===== src/rtl/fir_pkg.sv =====
// ============================================================================
// Module   : fir_pkg
// Purpose  : Shared types and constants for the FIR MAC sequencer and datapath
// Revision : 1.0
// ============================================================================
`default_nettype none

package fir_pkg;

  typedef enum logic [1:0] {
    IDLE  = 2'd0,
    MAC   = 2'd1,
    DRAIN = 2'd2,
    HOLD  = 2'd3
  } fir_state_e;

  localparam int FIR_NUM_TAPS = 8;
  localparam int FIR_MAC_LAT  = 1;
  // Drain phase never exceeds four cycles, so two bits always suffice.
  localparam int DRAIN_W      = 2;

  function automatic int tap_width(input int n);
    int w;
    w = $clog2(n);
    return (w < 1) ? 1 : w;
  endfunction

endpackage

`default_nettype wire


===== src/rtl/fir_tap_counter.sv =====
// ============================================================================
// Module   : fir_tap_counter
// Purpose  : Clearable up-counter with terminal-count flag at a given limit
// Revision : 1.0
// ============================================================================
`default_nettype none

module fir_tap_counter #(
  parameter int W = 4
) (
  input  logic         clk,
  input  logic         reset,
  input  logic         clr,
  input  logic         en,
  input  logic [W-1:0] last,
  output logic [W-1:0] cnt,
  output logic         tc
);

  logic [W-1:0] cnt_d;
  logic [W-1:0] cnt_q;

  always_comb begin
    cnt_d = cnt_q;
    if (clr) begin
      cnt_d = '0;
    end else if (en) begin
      cnt_d = cnt_q + W'(1);
    end
  end

  always_ff @(posedge clk) begin
    if (reset) begin
      cnt_q <= '0;
    end else begin
      cnt_q <= cnt_d;
    end
  end

  assign cnt = cnt_q;
  assign tc  = (cnt_q == last);

endmodule

`default_nettype wire


===== src/rtl/fir_mac_sequencer.sv =====
// ============================================================================
// Module   : fir_mac_sequencer
// Purpose  : Control FSM for a time-multiplexed single-multiplier FIR datapath
// Revision : 1.0
// ============================================================================
`default_nettype none

module fir_mac_sequencer
  import fir_pkg::*;
#(
  parameter int NUM_TAPS = FIR_NUM_TAPS,
  parameter int MAC_LAT  = FIR_MAC_LAT,
  parameter int TAP_W    = tap_width(NUM_TAPS),
  parameter int CNT_W    = 8
) (
  input  logic             clk,
  input  logic             reset,
  input  logic             s_axis_fir_tvalid,
  output logic             s_axis_fir_tready,
  output logic             m_axis_fir_tvalid,
  input  logic             m_axis_fir_tready,
  output logic             smp_wr_en,
  output logic [TAP_W-1:0] tap_idx,
  output logic             mac_en,
  output logic             mac_clr,
  output logic             out_load,
  output logic             busy,
  output logic [CNT_W-1:0] samples_done
);

  localparam logic [TAP_W-1:0]   TAP_LAST   = TAP_W'(NUM_TAPS - 1);
  localparam logic [DRAIN_W-1:0] DRAIN_LAST = DRAIN_W'(MAC_LAT - 1);
  localparam logic [DRAIN_W-1:0] DRAIN_PRE  = (MAC_LAT > 1) ? DRAIN_W'(MAC_LAT - 2) : '0;
  localparam logic               LAT_ONE    = (MAC_LAT == 1);

  fir_state_e state_q, state_d;
  logic in_rdy_q, in_rdy_d;
  logic m_tvalid_q, m_tvalid_d;
  logic mac_en_q, mac_en_d;
  logic mac_clr_q, mac_clr_d;
  logic out_load_q, out_load_d;
  logic busy_q, busy_d;
  logic [CNT_W-1:0] samples_done_q, samples_done_d;

  logic               tap_tc;
  logic               drain_tc;
  logic [DRAIN_W-1:0] drain_cnt;

  // Tap counter doubles as the tap_idx register; it sits at 0 outside MAC.
  fir_tap_counter #(
    .W (TAP_W)
  ) u_tap_cnt (
    .clk   (clk),
    .reset (reset),
    .clr   ((state_q != MAC) || tap_tc),
    .en    (state_q == MAC),
    .last  (TAP_LAST),
    .cnt   (tap_idx),
    .tc    (tap_tc)
  );

  fir_tap_counter #(
    .W (DRAIN_W)
  ) u_drain_cnt (
    .clk   (clk),
    .reset (reset),
    .clr   ((state_q != DRAIN) || drain_tc),
    .en    (state_q == DRAIN),
    .last  (DRAIN_LAST),
    .cnt   (drain_cnt),
    .tc    (drain_tc)
  );

  always_comb begin
    state_d        = state_q;
    samples_done_d = samples_done_q;
    case (state_q)
      IDLE:  if (s_axis_fir_tvalid && in_rdy_q) state_d = MAC;
      MAC:   if (tap_tc) state_d = DRAIN;
      DRAIN: if (drain_tc) state_d = HOLD;
      HOLD: begin
        if (m_axis_fir_tready) begin
          state_d        = IDLE;
          samples_done_d = samples_done_q + CNT_W'(1);
        end
      end
      default: state_d = IDLE;
    endcase

    // Outputs are registered, so each is derived from the state being entered.
    in_rdy_d   = (state_d == IDLE);
    mac_en_d   = (state_d == MAC);
    mac_clr_d  = (state_q == IDLE) && (state_d == MAC);
    out_load_d = ((state_q == MAC) && tap_tc && LAT_ONE) ||
                 ((state_q == DRAIN) && !LAT_ONE && (drain_cnt == DRAIN_PRE));
    m_tvalid_d = (state_d == HOLD);
    busy_d     = (state_d != IDLE);
  end

  always_ff @(posedge clk) begin
    if (reset) begin
      state_q        <= IDLE;
      in_rdy_q       <= 1'b0;
      m_tvalid_q     <= 1'b0;
      mac_en_q       <= 1'b0;
      mac_clr_q      <= 1'b0;
      out_load_q     <= 1'b0;
      busy_q         <= 1'b0;
      samples_done_q <= '0;
    end else begin
      state_q        <= state_d;
      in_rdy_q       <= in_rdy_d;
      m_tvalid_q     <= m_tvalid_d;
      mac_en_q       <= mac_en_d;
      mac_clr_q      <= mac_clr_d;
      out_load_q     <= out_load_d;
      busy_q         <= busy_d;
      samples_done_q <= samples_done_d;
    end
  end

  assign s_axis_fir_tready = in_rdy_q;
  assign smp_wr_en         = s_axis_fir_tvalid && in_rdy_q;
  assign m_axis_fir_tvalid = m_tvalid_q;
  assign mac_en            = mac_en_q;
  assign mac_clr           = mac_clr_q;
  assign out_load          = out_load_q;
  assign busy              = busy_q;
  assign samples_done      = samples_done_q;

endmodule

`default_nettype wire

===== config.mk =====
export PLATFORM = sky130hd
export DESIGN_NAME = fir_mac_sequencer
export DESIGN_NICKNAME = d
export VERILOG_FILES = /design/src/rtl/fir_pkg.sv /design/src/rtl/fir_tap_counter.sv /design/src/rtl/fir_mac_sequencer.sv
export SDC_FILE = /design/constraint.sdc
export NUM_CORES = 1
export LEC_CHECK = 0
export BUFFER_PORTS_ARGS = -buffer_cell sky130_fd_sc_hd__buf_2
export CAP_MARGIN = 20
export CORE_AREA = 8 8 49 80
export CTS_BUF_LIST = sky130_fd_sc_hd__clkbuf_4 sky130_fd_sc_hd__clkbuf_8
export CTS_CLUSTER_DIAMETER = 40
export DETAILED_ROUTE_END_ITERATION = 7
export DIE_AREA = 0 0 57 88
export PLACE_DENSITY = 0.53
export SETUP_SLACK_MARGIN = 0.5
export SLEW_MARGIN = 10
export SYNTH_ARGS = -nofsm -noshare
export SYNTH_HDL_FRONTEND = slang
export SYNTH_HIERARCHICAL = 1
export SYNTH_SLANG_ARGS = --single-unit

===== constraint.sdc =====
create_clock -name clk -period 1.71 [get_ports clk]
set_input_delay 0.171 -clock clk [delete_from_list [all_inputs] [get_ports clk]]
set_output_delay 0.171 -clock clk [all_outputs]
set_load 0.05 [all_outputs]

==> results.md, run 1 <==
- Number of iterations in the first detailed-routing pass: 4
- Fin Setup TNS: 0 ps
- Peak supply drop: around 380 uV
- Family with the most delay on the worst path: multiplexers
- Standard cell core area: roughly 2900 um2
- Gate Count Post-Synth: roughly 100
- Slowest cell on the critical path: sky130_fd_sc_hd__mux4_2
- Sum of overflow across all layers after global routing: 0
- Critical path capture point type: register
- Ys flop type: sky130_fd_sc_hd__dfxtp_1
- Largest family of logic cells by synthesized area: simple AND/OR/NAND/NOR gates
- Cells along the critical path: xor2_1 > nor2_1 > inv_1 > mux4_2 > and3b_1
- Worst Path Arrival: 1560 ps
- Chip height: around 90 um
- Area of the multi-input gates: about 590 um2
- FMAX: around 700 MHz
- Clock input transition at the sequential cells of the worst setup and hold paths: roughly 80 ps
- Area share of and/or/nand/nor cells after synthesis: 0.248
- Initial core utilization: 0.331
- Synth area leaders: sky130_fd_sc_hd__dfxtp_1 (44%), sky130_fd_sc_hd__xor2_1 (5.5%), sky130_fd_sc_hd__nor2_1 (3.6%), sky130_fd_sc_hd__a21oi_1 (3.2%), sky130_fd_sc_hd__nand2_1 (3.2%)
- Status: finished clean
- Final WL: approximately 2200 um
- Pin count of the biggest net entering global routing: 19
- Die Footprint: ~5000 um2
- Stage delay of the slowest cell on the critical path: ~490 ps
- Multiplexer share of the synthesized area: 0.0343
- Type of the most critical hold path: input port to register
- Register area: 475 um2
- Total global-route track usage: 0.0891
- Highest net fanout along the worst path: 4
- Hold Crit Start: s_axis_fir_tvalid
- Antenna diode count: 0
- Clock sinks: 21
- PwrDens: ~700 nW/um2
- Final period util: 0.818
- CTS root buf: sky130_fd_sc_hd__clkbuf_8
- Via count: around 830
- Kind of start point of the critical path: register
- Final number of setup-violating endpoints: 0
- Detailed router's first-iteration violation count: 12
- Compound-Gate Fraction of Synth Area: 0.121
- Worst r2r dst: s_axis_fir_tready
- Via/cell ratio: a little over 5
- Clock tree from TritonCTS: done
- Final layout net count: around 140
- RePlAce Congestion: ~0.75
- Routed wire per std cell: about 13 um
- Top cell type's share of synthesized area: 0.443
- Input/output buffers: 21
- Unrepaired setup endpoints after global routing: yes
- Number of buffers and inverters on the critical path: 1
- Final max-slew violation count: 0
- Reg-to-reg setup timing slack: 310 ps
- Num CTS Buffers: 3
- Final critical-path required period: 1400 ps
- Horiz. Die Dim: approximately 57 um
- FF-to-FF path depth: 5
- Syn Area/Cell: between 9 and 10 um2
- Final hold viol count: 0
- Number of standard-cell rows in the floorplan: 26
- Fillcell total: around 280
- Leakage power figure: roughly 0.57 nW
- Via count of the first global-routing pass: about 770
- Synthesized-area fraction occupied by xor and xnor cells: 0.0831
- Final HPWL from detailed placement: about 1600 um
- Antenna-violating nets left: 0
- H-tree Lvls: 1
- Adder-cell area share of the yosys netlist: 0.0264
- Boundary pin count: 22
- Number of buffers between clock root and the deepest sink: 2
- EDFF count, synth: 0
- Cell taking the most area after synthesis: sky130_fd_sc_hd__dfxtp_1
- Clock latency of the later-clocked register in the worst-skew pair: 260 ps
- Synth async-reset ratio: 0
- Type of the setup path with the least slack: register to register
- Number of cells on the worst hold path: 3
- Maximum capacitance violations: 0
- Synthesis warning total: 6
- Synth unique cells: 33
- Cell with the most instances after synthesis: sky130_fd_sc_hd__dfxtp_1
- Worst path required time: ~1900 ps
- Initial antenna violation count: 0
- End-of-flow core utilization: 0.478
- Terminating pin of the worst hold path: mac_clr
- Global-route wire length before repair: approximately 3500 um
- Startpoint of the most critical register-to-register path: u_drain_cnt/cnt[1]
- Area delta synth->final: 44.3%
- DRC violations left: 0
- Maximum clock skew at final layout: between 2 and 2.5 ps
- Ratio of cells with drive above 1 in the final layout: 0.529
- Yosys reg bits: 21
- Synth Cell Area: 948 um2
- Sequential fraction of the synthesis area: 0.443
- Most numerous cell types in the synthesized netlist: sky130_fd_sc_hd__dfxtp_1 (21), sky130_fd_sc_hd__nor2_1 (9), sky130_fd_sc_hd__nand2_1 (8), sky130_fd_sc_hd__a21oi_1 (6), sky130_fd_sc_hd__xor2_1 (6)
==> through the flow <==
stage | total power, mW | setup slack [ps] | hold slack [ps] | instance area, um2 | cells
detailed placement | 0.614 | 251 | 474 | 1160 | 149
global placement | 0.613 | 277 | 463 | 1160 | 149
finish | 0.953 | 312 | 186 | 1370 | 164
global route | 0.992 | 242 | 195 | 1370 | 164
CTS | 0.944 | 323 | 191 | 1250 | 155
floorplan | 0.589 | 436 | 244 | 1040 | 102
==> cells in the final DEF, fill, tap and decap left out, drive strengths merged, types with 2 or more instances in the layout <==
| cell type | n |
|---|---|
| xor2 | 6 |
| conb | 5 |
| xnor2 | 3 |
| a21oi | 8 |
| or2 | 2 |
| o31ai | 3 |
| nand3b | 2 |
| nand3 | 2 |
| dfxtp | 21 |
| buf | 33 |
| o21ai | 2 |
| clkbuf | 3 |
| and3b | 2 |
| a21bo | 2 |
| nor2b | 2 |
| inv | 2 |
| nor3 | 2 |
| nand4 | 3 |
| or4 | 3 |
| ha | 2 |
| or3 | 2 |
| nand2 | 8 |
| nor2 | 9 |
==> cell families (layout without fill, tap and decap cells) <==
logic type / count (synthesis) / count (layout)
AO/OA/AOI/OAI: 17 / 17
other: 2 / 5
adder cells (fa/ha/maj): 2 / 2
flip-flops: 21 / 21
buffers and inverters: 5 / 39
AND/OR/NAND/NOR: 41 / 41
XOR/XNOR: 9 / 9
multiplexers: 2 / 2
==> worst max-delay path by stage <==
stage | end | cells after the start | startpoint
6_report | s_axis_fir_tready | 5 | u_drain_cnt/cnt[1]
5_1_grt | s_axis_fir_tready | 5 | u_drain_cnt/cnt[1]
4_1_cts | s_axis_fir_tready | 5 | u_drain_cnt/cnt[0]
3_5_place_dp | samples_done[5] | 3 | state_q[1]
3_3_place_gp | s_axis_fir_tready | 2 | state_q[1]
2_1_floorplan | s_axis_fir_tready | 3 | s_axis_fir_tready
==> metal layers <==
| metal | part of all wire | up-vias | track usage |
|---|---|---|---|
| met5 | 0 | - | 0 |
| met4 | 0.026 | 0 | 0.0579 |
| met3 | 0.042 | 4 | 0.0261 |
| met2 | 0.55 | 18 | 0.158 |
| met1 | 0.39 | 388 | 0.0867 |
| li1 | - | 415 | - |
==> layout make-up <==
cell class                      instances  share of cell area
Sequential cell                        21               0.347
Clock buffer                            3              0.0302
Clock inverter                          1             0.00366
Timing Repair Buffer                   33               0.154
Multi-Input combinational cell         76               0.433
Tap cell                               28              0.0256
Inverter                                2             0.00548
==> report_power, final <==
| group | internal (mW) | switching, mW |
|---|---|---|
| combinational | 0.0487 | 0.0822 |
| clock | 0.163 | 0.168 |
| sequential | 0.482 | 0.00959 |
| total | 0.693 | 0.260 |
==> worst register-to-register path: cells and delay by family (launching register included) <==
kind | cells | cell delay, ps
xor+xnor | 1 | 140
buf+inv | 1 | 60
mux | 1 | 490
flops | 1 | 330
simple gates | 2 | 280
==> state kept, by name (all words and copies together) (netlist names) <==
signal and count:
samples_done 8, u_tap_cnt/cnt 3, state_q 2, u_drain_cnt/cnt 2, busy 1, m_axis_fir_tvalid 1, mac_clr 1, mac_en 1
out_load 1, s_axis_fir_tready 1
==> what timing repair did <==
| item | 4_1_cts | 5_1_grt |
|---|---|---|
| hold buffers | 0 | 0 |
| cloned | 0 | 0 |
| setup endpoints to repair | 15 | 14 |
| pin swaps | 2 | 5 |
| gates resized for setup | 8 | 10 |
| setup buffers | 2 | 9 |
Note: power is estimated with default switching activity, not from simulation.
==> run 2, diff against run 1 <==
- clock period: 1.71 -> 1.41 ns (I/O delays scaled with it)
==> run 2 against run 1 <==
Net effect:
- final cell count is 1.8% higher
- clock power is 19% higher
- the run now ends with setup timing left
- die area stayed put
- sequential share of layout area is 4.5 points lower
- first-iteration DRC count is 33% lower
- critical endpoint unchanged
- largest cell class unchanged
- critical path depth stayed put
- sequential power is 24% higher
- power is 25% higher
==> results.md, run 2 (synthesis results as in run 1) <==
- Status: complete, but fails checks
- Violations in the final reports: setup timing
- Detailed router's first-iteration violation count: 8
- Final layout net count: around 150
- Final setup margin: -16.0 ps
- Die Footprint: around 5000 um2
- Sum of overflow across all layers after global routing: 0
- DRC violations left: 0
- Clock sinks: 21
- Worst path required time: about 1600 ps
- Final max-slew violation count: 0
- Standard cell core area: between 2000 and 3000 um2
- Total Power Consumption: around 1.2 mW
- Fillcell total: between 200 and 300
- Fin Setup TNS: -16.0 ps
- RePlAce Congestion: about 0.74
- Final hold viol count: 0
- Antenna diode count: 0
- Total global-route track usage: 0.0986
- H-tree Lvls: 1
- Input/output buffers: 21
- Num CTS Buffers: 3
- Number of iterations in the first detailed-routing pass: 4
- Final Cell Area: between 1500 and 2000 um2
- Final critical-path required period: 1430 ps
- Via count of the first global-routing pass: approximately 900
- Number of flip-flops under the largest register name: 8
- Most common library cell in the layout ignoring fill and taps: sky130_fd_sc_hd__buf_8
- Worst Path Arrival: roughly 1600 ps
- Final WL: ~2400 um
- Number of buffers between clock root and the deepest sink: 2
- Clock tree from TritonCTS: done
- Via/cell ratio: between 5 and 6
- Horiz. Die Dim: 57 um
- FMAX: about 700 MHz
- End-of-flow core utilization: 0.545
- Highest net fanout along the worst path: 4
- Boundary pin count: 22
- Pin count of the biggest net entering global routing: 19
- Placed standard-cell area: between 1000 and 1500 um2
- Maximum clock skew at final layout: 6.96 ps
- Global-route wire length before repair: about 4000 um
- Antenna-violating nets left: 0
- Initial core utilization: 0.331
- Hold_ws: 167 ps
- Unrepaired setup endpoints after global routing: yes
- Type of the most critical hold path: input port to register
- Instance count after placement with tap cells included: roughly 150
- Ratio of cells with drive above 1 in the final layout: 0.561
- Routed wire per std cell: between 10 and 15 um
- Final HPWL from detailed placement: about 1700 um
- Clock latency of the later-clocked register in the worst-skew pair: roughly 260 ps
- Non-Filler Instances: approximately 170
- Most frequent cells in the layout: sky130_fd_sc_hd__buf_8 (14), sky130_fd_sc_hd__dfxtp_4 (11), sky130_fd_sc_hd__buf_6 (10), sky130_fd_sc_hd__buf_4 (9)
- CTS root buf: sky130_fd_sc_hd__clkbuf_8
- Chip height: between 80 and 90 um
- Initial antenna violation count: 0
- Post-Place Worst Slack: -11.2 ps
- Maximum capacitance violations: 0
- Kind of start point of the critical path: register
- Type of the setup path with the least slack: register to register
- Number of standard-cell rows in the floorplan: 26
- Leakage power figure: between 0.6 and 0.7 nW
- Area delta synth->final: 64.5%
- Via count: approximately 850
- Post-CTS Hold Buffers: 0
- Peak supply drop: approximately 470 uV
- Critical path capture point type: register
- Final number of setup-violating endpoints: 1
- PwrDens: between 700 and 800 nW/um2
- Clock input transition at the sequential cells of the worst setup and hold paths: 80 ps
- Final period util: 1.01
## run 2: cell count changes in the layout (fill, tap and decap cells not counted), moves of 2 or more
cell,change
sky130_fd_sc_hd__nand2_1,-2
sky130_fd_sc_hd__buf_8,+14
sky130_fd_sc_hd__a21oi_1,+2
sky130_fd_sc_hd__nand2_2,+2
sky130_fd_sc_hd__a21oi_2,-2
sky130_fd_sc_hd__dfxtp_4,-3
sky130_fd_sc_hd__buf_2,-18
sky130_fd_sc_hd__buf_6,+9
sky130_fd_sc_hd__dfxtp_2,+6
sky130_fd_sc_hd__dfxtp_1,-3
## run 2: power by group
| part | internal, mW | switching [mW] |
|---|---|---|
| clock network | 0.197 | 0.197 |
| registers | 0.589 | 0.0185 |
| logic | 0.0829 | 0.103 |
| total | 0.869 | 0.318 |
## run 2: final timing paths
path                      startpoint  cells past startpoint                end  slack [ps]
setup reg to reg  u_drain_cnt/cnt[0]                      5  s_axis_fir_tready         -20
setup / recovery  u_drain_cnt/cnt[0]                      5  s_axis_fir_tready         -20
hold / removal     s_axis_fir_tvalid                      3            mac_clr         170
hold reg to reg      samples_done[7]                      2    samples_done[7]         500
## run 2: critical path, stage by stage (launching register included)
cell                      delay, ps
sky130_fd_sc_hd__dfxtp_2        330
sky130_fd_sc_hd__xor2_1         130
sky130_fd_sc_hd__nor2_1         100
sky130_fd_sc_hd__inv_1           60
sky130_fd_sc_hd__mux4_2         500
sky130_fd_sc_hd__and3b_1        190
## run 2: timing repair
item | in CTS | in global routing
endpoints found under the setup margin | 38 | 38
pin swaps | 5 | 3
buffers inserted | 4 | 7
resized for setup | 56 | 11
## run 2: routing by layer
| layer | wire length (um) | share of wire | track usage | vias up |
|---|---|---|---|---|
| met4 | 44 | 0.018 | 0.0515 | 0 |
| met1 | 910 | 0.38 | 0.0871 | 398 |
| met3 | 138 | 0.057 | 0.0377 | 4 |
| met2 | 1310 | 0.55 | 0.184 | 24 |
| met5 | 0 | 0 | 0 | - |
| li1 | - | - | - | 421 |
## run 2: cell type report
type / count / area [um2] / share of cell area
clock inverter: 1 / 5.00 / 0.00321
inverter: 2 / 7.51 / 0.00481
clock buffer: 3 / 41.3 / 0.0265
sequential: 21 / 472 / 0.302
tap: 28 / 35.0 / 0.0225
timing repair buffer: 36 / 405 / 0.260
multi-input combinational: 76 / 594 / 0.381
